===== src/rtl/regfile_wb_pkg.sv =====
// Shared constants and request type for the register-file writeback arbiter.
// Build option: WB_STARVE_GUARD_EN enables the port-1 starvation guard.
package regfile_wb_pkg;

  localparam int WB_ADDR_WIDTH = 5;
  localparam int WB_DATA_WIDTH = 32;

  localparam int WB_PORT_PIPE = 0;
  localparam int WB_PORT_LONG = 1;

  typedef struct packed {
    logic                     valid;
    logic [WB_ADDR_WIDTH-1:0] addr;
    logic [WB_DATA_WIDTH-1:0] data;
  } wb_req;

endpackage


===== src/rtl/regfile_wb_arbiter_starve_counter.sv =====
// Counts consecutive blocked cycles of the long-latency port and raises a
// registered boost once the wait reaches MAX_WAIT. Used under WB_STARVE_GUARD_EN.
module wb_starve_counter #(
  parameter int MAX_WAIT = 4
) (
  input  logic clk,
  input  logic reset,
  input  logic wb1_valid,
  input  logic wb1_ready,
  output logic boost
);

  localparam int CW = (MAX_WAIT < 1) ? 1 : $clog2(MAX_WAIT + 1);
  localparam logic [CW-1:0] CNT_MAX  = CW'(MAX_WAIT);
  localparam logic [CW-1:0] CNT_LAST = CW'(MAX_WAIT - 1);

  logic [CW-1:0] wait_cnt;
  logic          blocked;
  logic          xfer;

  assign blocked = wb1_valid && !wb1_ready;
  assign xfer    = wb1_valid && wb1_ready;

  // Boost rises on the edge where the count reaches its limit, so it is
  // visible in the very next cycle and drops once port 1 gets through.
  always_ff @(posedge clk or negedge reset) begin
    if (!reset) begin
      wait_cnt <= '0;
      boost    <= 1'b0;
    end else if (!wb1_valid || xfer) begin
      wait_cnt <= '0;
      boost    <= 1'b0;
    end else if (blocked) begin
      if (wait_cnt != CNT_MAX) begin
        wait_cnt <= wait_cnt + CW'(1);
      end
      if (wait_cnt == CNT_LAST) begin
        boost <= 1'b1;
      end
    end
  end

endmodule


===== src/rtl/regfile_wb_arbiter.sv =====
// Two-source write-port arbiter feeding the register file with registered outputs.
// Build option: WB_STARVE_GUARD_EN adds the starvation counter and boost.
module regfile_wb_arbiter
  import regfile_wb_pkg::*;
#(
  parameter int ADDRESS_WIDTH = WB_ADDR_WIDTH,
  parameter int DATA_WIDTH    = WB_DATA_WIDTH,
  parameter int MAX_WAIT      = 4
) (
  input  logic                     clk,
  input  logic                     reset,
  input  logic                     wb0_valid,
  input  logic [ADDRESS_WIDTH-1:0] wb0_addr,
  input  logic [DATA_WIDTH-1:0]    wb0_data,
  output logic                     wb0_ready,
  input  logic                     wb1_valid,
  input  logic [ADDRESS_WIDTH-1:0] wb1_addr,
  input  logic [DATA_WIDTH-1:0]    wb1_data,
  output logic                     wb1_ready,
  output logic                     rf_we,
  output logic [ADDRESS_WIDTH-1:0] rf_waddr,
  output logic [DATA_WIDTH-1:0]    rf_wdata,
  output logic                     boost
);

  if (MAX_WAIT < 1 || MAX_WAIT > 255) begin : g_bad_max_wait
    $error("regfile_wb_arbiter: MAX_WAIT must be in 1..255");
  end

  logic [1:0]               ready_vec;
  logic                     xfer0;
  logic                     xfer1;
  logic [ADDRESS_WIDTH-1:0] win_addr;
  logic [DATA_WIDTH-1:0]    win_data;

`ifdef WB_STARVE_GUARD_EN
  wb_starve_counter #(
    .MAX_WAIT (MAX_WAIT)
  ) u_starve (
    .clk       (clk),
    .reset     (reset),
    .wb1_valid (wb1_valid),
    .wb1_ready (wb1_ready),
    .boost     (boost)
  );
`else
  assign boost = 1'b0;
`endif

  // Grants depend only on valids and the registered boost, never on ready.
  always_comb begin
    ready_vec = 2'b00;
    if (reset) begin
      if (boost) begin
        ready_vec[WB_PORT_LONG] = wb1_valid;
      end else begin
        ready_vec[WB_PORT_PIPE] = wb0_valid;
        ready_vec[WB_PORT_LONG] = wb1_valid && !wb0_valid;
      end
    end
  end

  assign wb0_ready = ready_vec[WB_PORT_PIPE];
  assign wb1_ready = ready_vec[WB_PORT_LONG];
  assign xfer0     = wb0_valid && wb0_ready;
  assign xfer1     = wb1_valid && wb1_ready;

  always_comb begin
    win_addr = wb1_addr;
    win_data = wb1_data;
    if (xfer0) begin
      win_addr = wb0_addr;
      win_data = wb0_data;
    end
  end

  // Writes to r0 are accepted but never reach the register file.
  always_ff @(posedge clk or negedge reset) begin
    if (!reset) begin
      rf_we    <= 1'b0;
      rf_waddr <= '0;
      rf_wdata <= '0;
    end else begin
      rf_we <= 1'b0;
      if (xfer0 || xfer1) begin
        rf_we    <= (win_addr != '0);
        rf_waddr <= win_addr;
        rf_wdata <= win_data;
      end
    end
  end

endmodule


===== config.mk =====
export PLATFORM = sky130hd
export DESIGN_NAME = regfile_wb_arbiter
export DESIGN_NICKNAME = d
export VERILOG_FILES = /design/src/rtl/regfile_wb_pkg.sv /design/src/rtl/regfile_wb_arbiter_starve_counter.sv /design/src/rtl/regfile_wb_arbiter.sv
export SDC_FILE = /design/constraint.sdc
export NUM_CORES = 1
export LEC_CHECK = 0
export CORE_MARGIN = 3
export CORE_UTILIZATION = 34
export DETAILED_ROUTE_END_ITERATION = 6
export PLACE_DENSITY = 0.75
export SYNTH_ARGS = -nofsm -noshare
export SYNTH_HDL_FRONTEND = slang
export SYNTH_SLANG_ARGS = --single-unit

===== constraint.sdc =====
create_clock -name clk -period 0.9 [get_ports clk]
set_input_delay 0.135 -clock clk [delete_from_list [all_inputs] [get_ports clk]]
set_output_delay 0.135 -clock clk [all_outputs]
set_load 0.005 [all_outputs]

# Word level (Yosys, flattened, before mapping)
# Cells that the tools add are included.
[word_totals]
ff_bits = 38
elab_cells = 13
out_inout_bits = 41
inputBits = 78
[op_classes]
reduce_logical = 6
mux = 4
[ops]
columns = ["operator", "count"]
rows = [
  ["$mux 32", 1],
  ["$mux 5", 1],
  ["$reduce_bool 5->1", 1],
  ["$logic_and 1x1->1", 3],
  ["$mux 2", 1],
  ["$logic_not 1->1", 1],
  ["$logic_or 1x1->1", 1],
  ["$mux 1", 1],
]

# Logic depth before layout (Yosys ltp)
# Gate-level depths: netlist (run 1).
[depth]
ltp_word = 7
depth_mapped = 5
ltp_nobuf = 3

# Least setup slack after synthesis (run 1)
# OpenSTA, ideal clock, no wires.
[synth_path]
path_type = "in2reg"
startpoint = "input wb0_addr[3]"
endpoint = "register rf_we"
path_stages = 3
n_path_buf = 0
setup_ns = 0.134
arrival_ns = 0.841
setup_slack_ns = -0.075
path_cell_list = "or4_1 > nor3_2 > a211oi_2"
[synth_between]
elab_chain_cells = 3
[synth_lines]
columns = ["element", "line", "source"]
rows = [
  ["start: declaration", "regfile_wb_arbiter.sv:13", "input logic [ADDRESS_WIDTH-1:0] wb0_addr,"],
  ["$mux 5", "regfile_wb_arbiter.sv:71", "if (xfer0) begin"],
  ["$reduce_bool 5->1", "regfile_wb_arbiter.sv:86", "rf_we <= (win_addr != '0);"],
  ["$mux 1", "regfile_wb_arbiter.sv:85", "if (xfer0 || xfer1) begin"],
  ["end signal: assignment", "regfile_wb_arbiter.sv:86", ""],
  ["end: declaration", "regfile_wb_arbiter.sv:20", "output logic rf_we,"],
]
# Every way passes these cells.
# A chain may end at the register's enable or synchronous reset.

# Worst setup path after layout (run 1)
[layout_path]
startpoint = "register rf_wdata[16]"
endpoint = "output rf_wdata[16]"
[layout_lines]
columns = ["element", "line", "source"]
rows = [
  ["start: declaration", "regfile_wb_arbiter.sv:22", "output logic [DATA_WIDTH-1:0] rf_wdata,"],
  ["start signal: assignment", "regfile_wb_arbiter.sv:88", "rf_wdata <= win_data;"],
]
# No word-level cell between the ends.

==> flow_summary.rst, run 1 <==
.. list-table::
   :header-rows: 1

   * - Metric
     - Value
   * - Status
     - finished with violations
   * - Violated checks
     - negative setup slack
   * - MaxCap Viol Count
     - 0
   * - Maximum fanout along the worst path
     - 2
   * - Number of detailed-route iterations in the first pass
     - 3
   * - Critical path type
     - flop to output port
   * - DP Wirelength
     - 3.91 mm
   * - Placeable core area
     - 4940 sq um
   * - Final worst clock skew
     - 0 ps
   * - Starting Density
     - 36.6%
   * - Site Rows
     - 25
   * - Crit Reg-Reg Endpoint
     - rf_wdata[8]
   * - Number of flops mapped to enable cells by yosys
     - 0
   * - TritonCTS clock tree
     - yes
   * - GP Congestion
     - 0.759
   * - Internal Pwr Total
     - 3.42 mW
   * - Worst endpoint required time
     - 760 ps
   * - Number of vias in the routed layout
     - 1,818
   * - Routed length per placed instance
     - 15.1 microns
   * - Buf/Inv on CP
     - 1
   * - Synthesized instance count
     - 173
   * - Clk_lat worst skew
     - 280 ps
   * - Via count of the first global-routing pass
     - 1,744
   * - Sequential share of the synthesized area
     - 52.6%
   * - Final critical-path required period
     - 945 ps
   * - Largest vdd supply drop
     - 0.665 mV
   * - Slowest cell on crit path
     - dfrtp_1
   * - Sequential Power Share
     - 43.8%
   * - Power density over the cells
     - 1390 nW/um^2
   * - Hold slack
     - 23.5 ps
   * - Count of distinct cell types in the synthesized netlist
     - 19
   * - Global route overflow
     - 0
   * - CTS max path bufs
     - 2
   * - Number of storage elements in the synthesis netlist
     - 38
   * - Max Slew Vio Count
     - 0
   * - Wire length of the first global-routing pass
     - 8.08 mm
   * - Area share of the leading cell type in the synthesized netlist
     - 52.6%
   * - Final Hold Vio Count
     - 0
   * - Number of antenna violations at the first check in global routing
     - 0
   * - Post-synthesis net count
     - 251
   * - Yosys warns
     - 0
   * - Setup repair after global routing missed its margin
     - true
   * - Remaining number of nets flagged by the antenna check after routing
     - 0
   * - Die Outline Area
     - 6230 sq um
   * - Post-Syn Area
     - 1810 sq um
   * - Master cell of the clock root buffer
     - clkbuf_8
   * - Clock transition at the register clock pins on the worst setup and hold paths after CTS
     - 70 ps
   * - Signal arrival time at the worst endpoint
     - 810 ps
   * - Worst Hold Class
     - primary input to asynchronous set/reset pin
   * - Synth area leader
     - dfrtp_1
   * - Floorplan die height
     - 78.9 microns
   * - Setup slack after layout
     - -44.7 ps
   * - Standard cell area after detailed placement
     - 3090 sq um
   * - Detailed Route WL
     - 5.91 mm
   * - GRT Total Usage
     - 16.1%
   * - Proportion of power drawn by the clock network
     - 25.7%
   * - R2r startpoint
     - rf_wdata[8]
   * - Switching power total
     - 1.22 mW
   * - Die Span X
     - 78.9 microns
   * - Filler cell count in the final layout
     - 441
   * - Most frequent cells after synthesis
     - 38 x dfrtp_1, 38 x nand2_1, 37 x o21ai_1
   * - Crit path capture type
     - output port
   * - Critical Path Start Type
     - flop
   * - Pin count of the biggest net entering global routing
     - 40
   * - Layout area overhead
     - 84.1%
   * - Async SR Flop Fraction
     - 100%
   * - FMAX
     - 1060 MHz
   * - Count of input and output buffers
     - 117
   * - Finished layout cell area
     - 3330 sq um
   * - 1st-iter DRT viols
     - 54
   * - Count of cells along the worst register-to-register path
     - 4
   * - Proportion of layout cells with a drive suffix above 1
     - 30.7%
   * - Inserted Clock Buffers
     - 5
   * - Setup violation total in the final timing report
     - 38
   * - Hold buffers post-CTS
     - 0
   * - Portion of the clock cycle consumed by the worst path in the final layout
     - 105%
   * - IO Pins
     - 119
   * - Number of sinks driven by the clock tree
     - 38
   * - Main synth FF type
     - dfrtp_1
   * - Antenna Cells
     - 0
   * - Via/cell ratio
     - 4.66
   * - Power share of the combinational group
     - 30.6%
   * - Largest incremental delay on the critical path
     - 390 ps
   * - Cells taking the most area after synthesis
     - dfrtp_1 53%, mux2i_1 20%, o21ai_1 10%
   * - Post-Syn Area per Cell
     - 10.5 sq um
   * - Crit-path leading delay family
     - flip-flops
   * - Worst-path cell chain
     - buf_2
   * - DRC errors left
     - 0
   * - # H-tree levels
     - 2
   * - Total Power
     - 4.64 mW
   * - Leak
     - 1.71 nW
   * - Sw Ratio
     - 26.3%
   * - Flop2flop setup slack
     - 70 ps
   * - Total number of nets in the final design
     - 400
## worst max-delay path by stage
stage            startpoint      endpoint  depth (start not counted)
2_1_floorplan   wb0_addr[3]         rf_we                          3
3_3_place_gp      wb0_valid     wb0_ready                          4
3_5_place_dp      wb0_valid  rf_wdata[29]                          5
4_1_cts        rf_wdata[16]  rf_wdata[16]                          1
5_1_grt        rf_wdata[16]  rf_wdata[16]                          1
6_report       rf_wdata[16]  rf_wdata[16]                          1
## placed cells by master, fill, tap and decap left out, types with 5 or more instances in the layout
| cell | instances |
|---|---|
| clkbuf_8 | 6 |
| clkbuf_16 | 5 |
| o21ai_1 | 36 |
| clkdlybuf4s50_1 | 67 |
| dfrtp_1 | 38 |
| nand2_1 | 38 |
| mux2i_1 | 33 |
| buf_6 | 7 |
| buf_2 | 43 |
| buf_4 | 22 |
## power groups by stage
| stage | registers [mW] | logic (mW) | clock network [mW] |
|---|---|---|---|
| after floorplan | 2.09 | 0.389 | 0 |
| after global placement | 2.06 | 1.35 | 0 |
| after detailed placement | 2.07 | 1.37 | 0 |
| after CTS | 2.03 | 1.21 | 1.22 |
| after global routing | 2.06 | 1.55 | 1.30 |
| final | 2.03 | 1.42 | 1.19 |
## area by class of cell
class                           instances  area [sq um]  share of cell area [%]
Timing Repair Buffer                  155          1400                    42.0
Clock inverter                          1          5.00                   0.150
Sequential cell                        38           951                    28.6
Multi-Input combinational cell        121           802                    24.1
Clock buffer                            7          86.3                    2.59
Tap cell                               67          83.8                    2.52
Inverter                                1          3.75                   0.113
## state kept, by name, indices dropped and copies added, names as in the netlist
signal,flops
rf_we,1
rf_wdata,32
rf_waddr,5
## layer usage
layer | part of all wire (%) | GRT usage, % | up-vias | routed length [microns]
li1 | - | - | 893 | -
met5 | 0 | 0 | - | 0
met1 | 42 | 19.6 | 842 | 2480
met3 | 7.7 | 5.44 | 8 | 453
met2 | 49 | 27.7 | 75 | 2900
met4 | 1.2 | 3.61 | 0 | 70
## cell families after synthesis
group	synth area share, %
simple gates	10.7
compound gates	11.4
other cells	0.207
flops	52.6
buf+inv	5.12
mux	19.9
## through the flow
step	TNS [ps]	instances	worst slack, ps	utilization [%]
final	-776	390	-44.7	67.3
after global routing	-2060	390	-79.6	67.3
after detailed placement	-24500	354	-627	62.6
after global placement	-23050	354	-578	62.6
after CTS	-1130	370	-60.9	61.9
after floorplan	-75.4	173	-75.4	-
## what timing repair did
| action | 4_1_cts | 5_1_grt |
|---|---|---|
| gates cloned | 0 | 8 |
| resized for setup | 182 | 8 |
| pin swaps | 7 | 3 |
| setup buffers | 9 | 12 |
| endpoints found under the setup margin | 78 | 64 |
No activity file was read; power rests on OpenSTA's default activity.
==> run 2, diff against run 1 <==
Settings changed: CORE_MARGIN 3 to 8.
==> run 2 against run 1 <==
Clock-buffer cell count is the same. Clock power is 7% lower. The run still ends with negative setup slack left. Wire length increased by 6.5%. Clock skew stayed put. Critical path depth unchanged. Fmax decreased by 0.22%. Sequential cell count unchanged. Cell area shrank 0.11%.
==> flow_summary.rst, run 2 (synthesis results as in run 1) <==
.. list-table::
   :header-rows: 1

   * - Metric
     - Value
   * - Setup repair after global routing missed its margin
     - true
   * - Maximum fanout along the worst path
     - 2 (unchanged)
   * - Signal arrival time at the worst endpoint
     - 810 ps (about the same)
   * - Die Outline Area
     - 7910 sq um (+27%)
   * - Setup violation total in the final timing report
     - 38 (unchanged)
   * - Status
     - finished with violations
   * - Final Hold Vio Count
     - 0 (unchanged)
   * - IO Pins
     - 119 (unchanged)
   * - Number of vias in the routed layout
     - 1,798 (-1.1%)
   * - Master cell of the clock root buffer
     - clkbuf_8
   * - Total Power
     - 4.59 mW (-0.93%)
   * - Die Span X
     - 88.9 microns (+13%)
   * - Crit-path leading delay family
     - flip-flops
   * - Antenna Cells
     - 0 (unchanged)
   * - Crit path capture type
     - output port
   * - Pin count of the biggest net entering global routing
     - 40 (unchanged)
   * - Worst Hold Class
     - primary input to asynchronous set/reset pin
   * - Count of input and output buffers
     - 117 (unchanged)
   * - Global route overflow
     - 0 (unchanged)
   * - GRT Total Usage
     - 15.4% (-0.72 points)
   * - Post-layout instance count excluding filler cells
     - 396 (+1.5%)
   * - Biggest regs
     - rf_wdata (32), rf_waddr (5), rf_we (1)
   * - Placeable core area
     - 5110 sq um (+3.3%)
   * - Wire length of the first global-routing pass
     - 9.36 mm (+16%)
   * - Critical path type
     - flop to output port
   * - Layout area overhead
     - 83.9%
   * - Hold slack
     - 5.06 ps (-18.5 ps)
   * - 1st-iter DRT viols
     - 70 (+30%)
   * - Critical Path Start Type
     - flop
   * - Power density over the cells
     - 1380 nW/um^2 (-0.82%)
   * - # H-tree levels
     - 2 (unchanged)
   * - Clock transition at the register clock pins on the worst setup and hold paths after CTS
     - 70 ps (about the same)
   * - CTS max path bufs
     - 2 (unchanged)
   * - Remaining number of nets flagged by the antenna check after routing
     - 0 (unchanged)
   * - Slowest cell on crit path
     - dfrtp_1
   * - Leading cell type in the layout, fill and taps excluded
     - clkdlybuf4s50_1
   * - Fin util
     - 65.1% (-2.3 points)
   * - Site Rows
     - 26 (+4.0%)
   * - Max_slew headroom
     - 66.2%
   * - Inserted Clock Buffers
     - 5 (unchanged)
   * - Transition time at the pin with the least slew margin
     - 507 ps
   * - Cell total after placement
     - 358 (+1.1%)
   * - Routed length per placed instance
     - 15.9 microns (+4.9%)
   * - Number of sinks driven by the clock tree
     - 38 (unchanged)
   * - Portion of the clock cycle consumed by the worst path in the final layout
     - 105% (+0.23 points)
   * - Standard cell area after detailed placement
     - 3090 sq um (about the same)
   * - TritonCTS clock tree
     - yes
   * - Total negative slack for setup checks
     - -1090 ps (-319 ps)
   * - DRC errors left
     - 0 (unchanged)
   * - Proportion of layout cells with a drive suffix above 1
     - 30.7% (about the same)
   * - Register bank with the most flops
     - rf_wdata
   * - MaxCap Viol Count
     - 0 (unchanged)
   * - FMAX
     - 1060 MHz (-0.22%)
   * - Total number of nets in the final design
     - 404 (+1.0%)
   * - Final worst clock skew
     - 0 ps (unchanged)
   * - Via/cell ratio
     - 4.54 (-2.6%)
   * - Max Slew Vio Count
     - 0 (unchanged)
   * - Largest vdd supply drop
     - 0.780 mV (+17%)
   * - Setup slack after layout
     - -46.8 ps (-2.04 ps)
   * - Finished layout cell area
     - 3320 sq um (-0.11%)
   * - Via count of the first global-routing pass
     - 1,885 (+8.1%)
   * - GP Congestion
     - 0.737 (-2.8%)
   * - Detailed Route WL
     - 6.29 mm (+6.5%)
   * - Number of antenna violations at the first check in global routing
     - 0 (unchanged)
   * - Place WS
     - -705 ps (-78.1 ps)
   * - Worst-path cell chain
     - buf_2
   * - Floorplan die height
     - 88.9 microns (+13%)
   * - Number of detailed-route iterations in the first pass
     - 3 (unchanged)
   * - Starting Density
     - 35.4% (-1.2 points)
   * - Flip-flop count of the largest register after layout
     - 32 (unchanged)
   * - Worst endpoint required time
     - 760 ps (about the same)
   * - Commonest cells after routing, fill and taps aside
     - 67 x clkdlybuf4s50_1, 44 x buf_2, 38 x nand2_1, 38 x dfrtp_1, 36 x mux2i_1
   * - Leak
     - 1.73 nW (+1.2%)
   * - DP Wirelength
     - 4.44 mm (+13%)
   * - Violated checks
     - negative setup slack
   * - Largest incremental delay on the critical path
     - 390 ps (about the same)
   * - Clk_lat worst skew
     - 290 ps (about the same)
   * - Final critical-path required period
     - 947 ps (+2.04 ps)
   * - Buf/Inv on CP
     - 1 (unchanged)
run 2: final cells by class:
type / instances / area, sq um
Sequential cell: 38 / 951
Tap cell: 70 / 87.6
Clock buffer: 7 / 76.3
Timing Repair Buffer: 159 / 1400
Inverter: 1 / 3.75
Multi-Input combinational cell: 121 / 811
Fill cell: 443 / 1780
run 2: power by group:
group          switching (mW)  total [mW]  internal, mW
Combinational           0.554        1.45         0.897
Clock                   0.580        1.11         0.534
Sequential              0.101        2.03          1.93
run 2: path summary, 6_finish.rpt:
kind                              start  slack (ps)      endpoint  cells past startpoint
max                        rf_wdata[16]         -50  rf_wdata[16]                      1
min                               reset           5   rf_wdata[0]                      2
max reg2reg                rf_wdata[24]          80  rf_wdata[24]                      2
min reg2reg                rf_wdata[26]         480  rf_wdata[26]                      2
max in group asynchronous         reset         530  rf_wdata[27]                      2
min in group clk            wb0_addr[3]         160   rf_waddr[3]                      3
run 2: what timing repair did:
item,CTS,global route
gates resized for setup,193,3
endpoints found under the hold margin,0,0
setup endpoints to repair,78,60
cloned,3,2
pin swaps,8,3
hold buffers,0,0
setup buffers,13,14
run 2: layer usage:
metal | wire (microns) | global-route usage, % | share of wire (%)
met1 | 2470 | 16.6 | 39
met2 | 3090 | 25.9 | 49
met3 | 593 | 7.26 | 9.4
met4 | 135 | 5.22 | 2.1
met5 | 0 | 0 | 0
==> run 3, diff against run 2 <==
Settings changed: CAP_MARGIN set to 20.
==> results of run 3 <==
Final layout, timing and power as in run 2 (identical DEF).
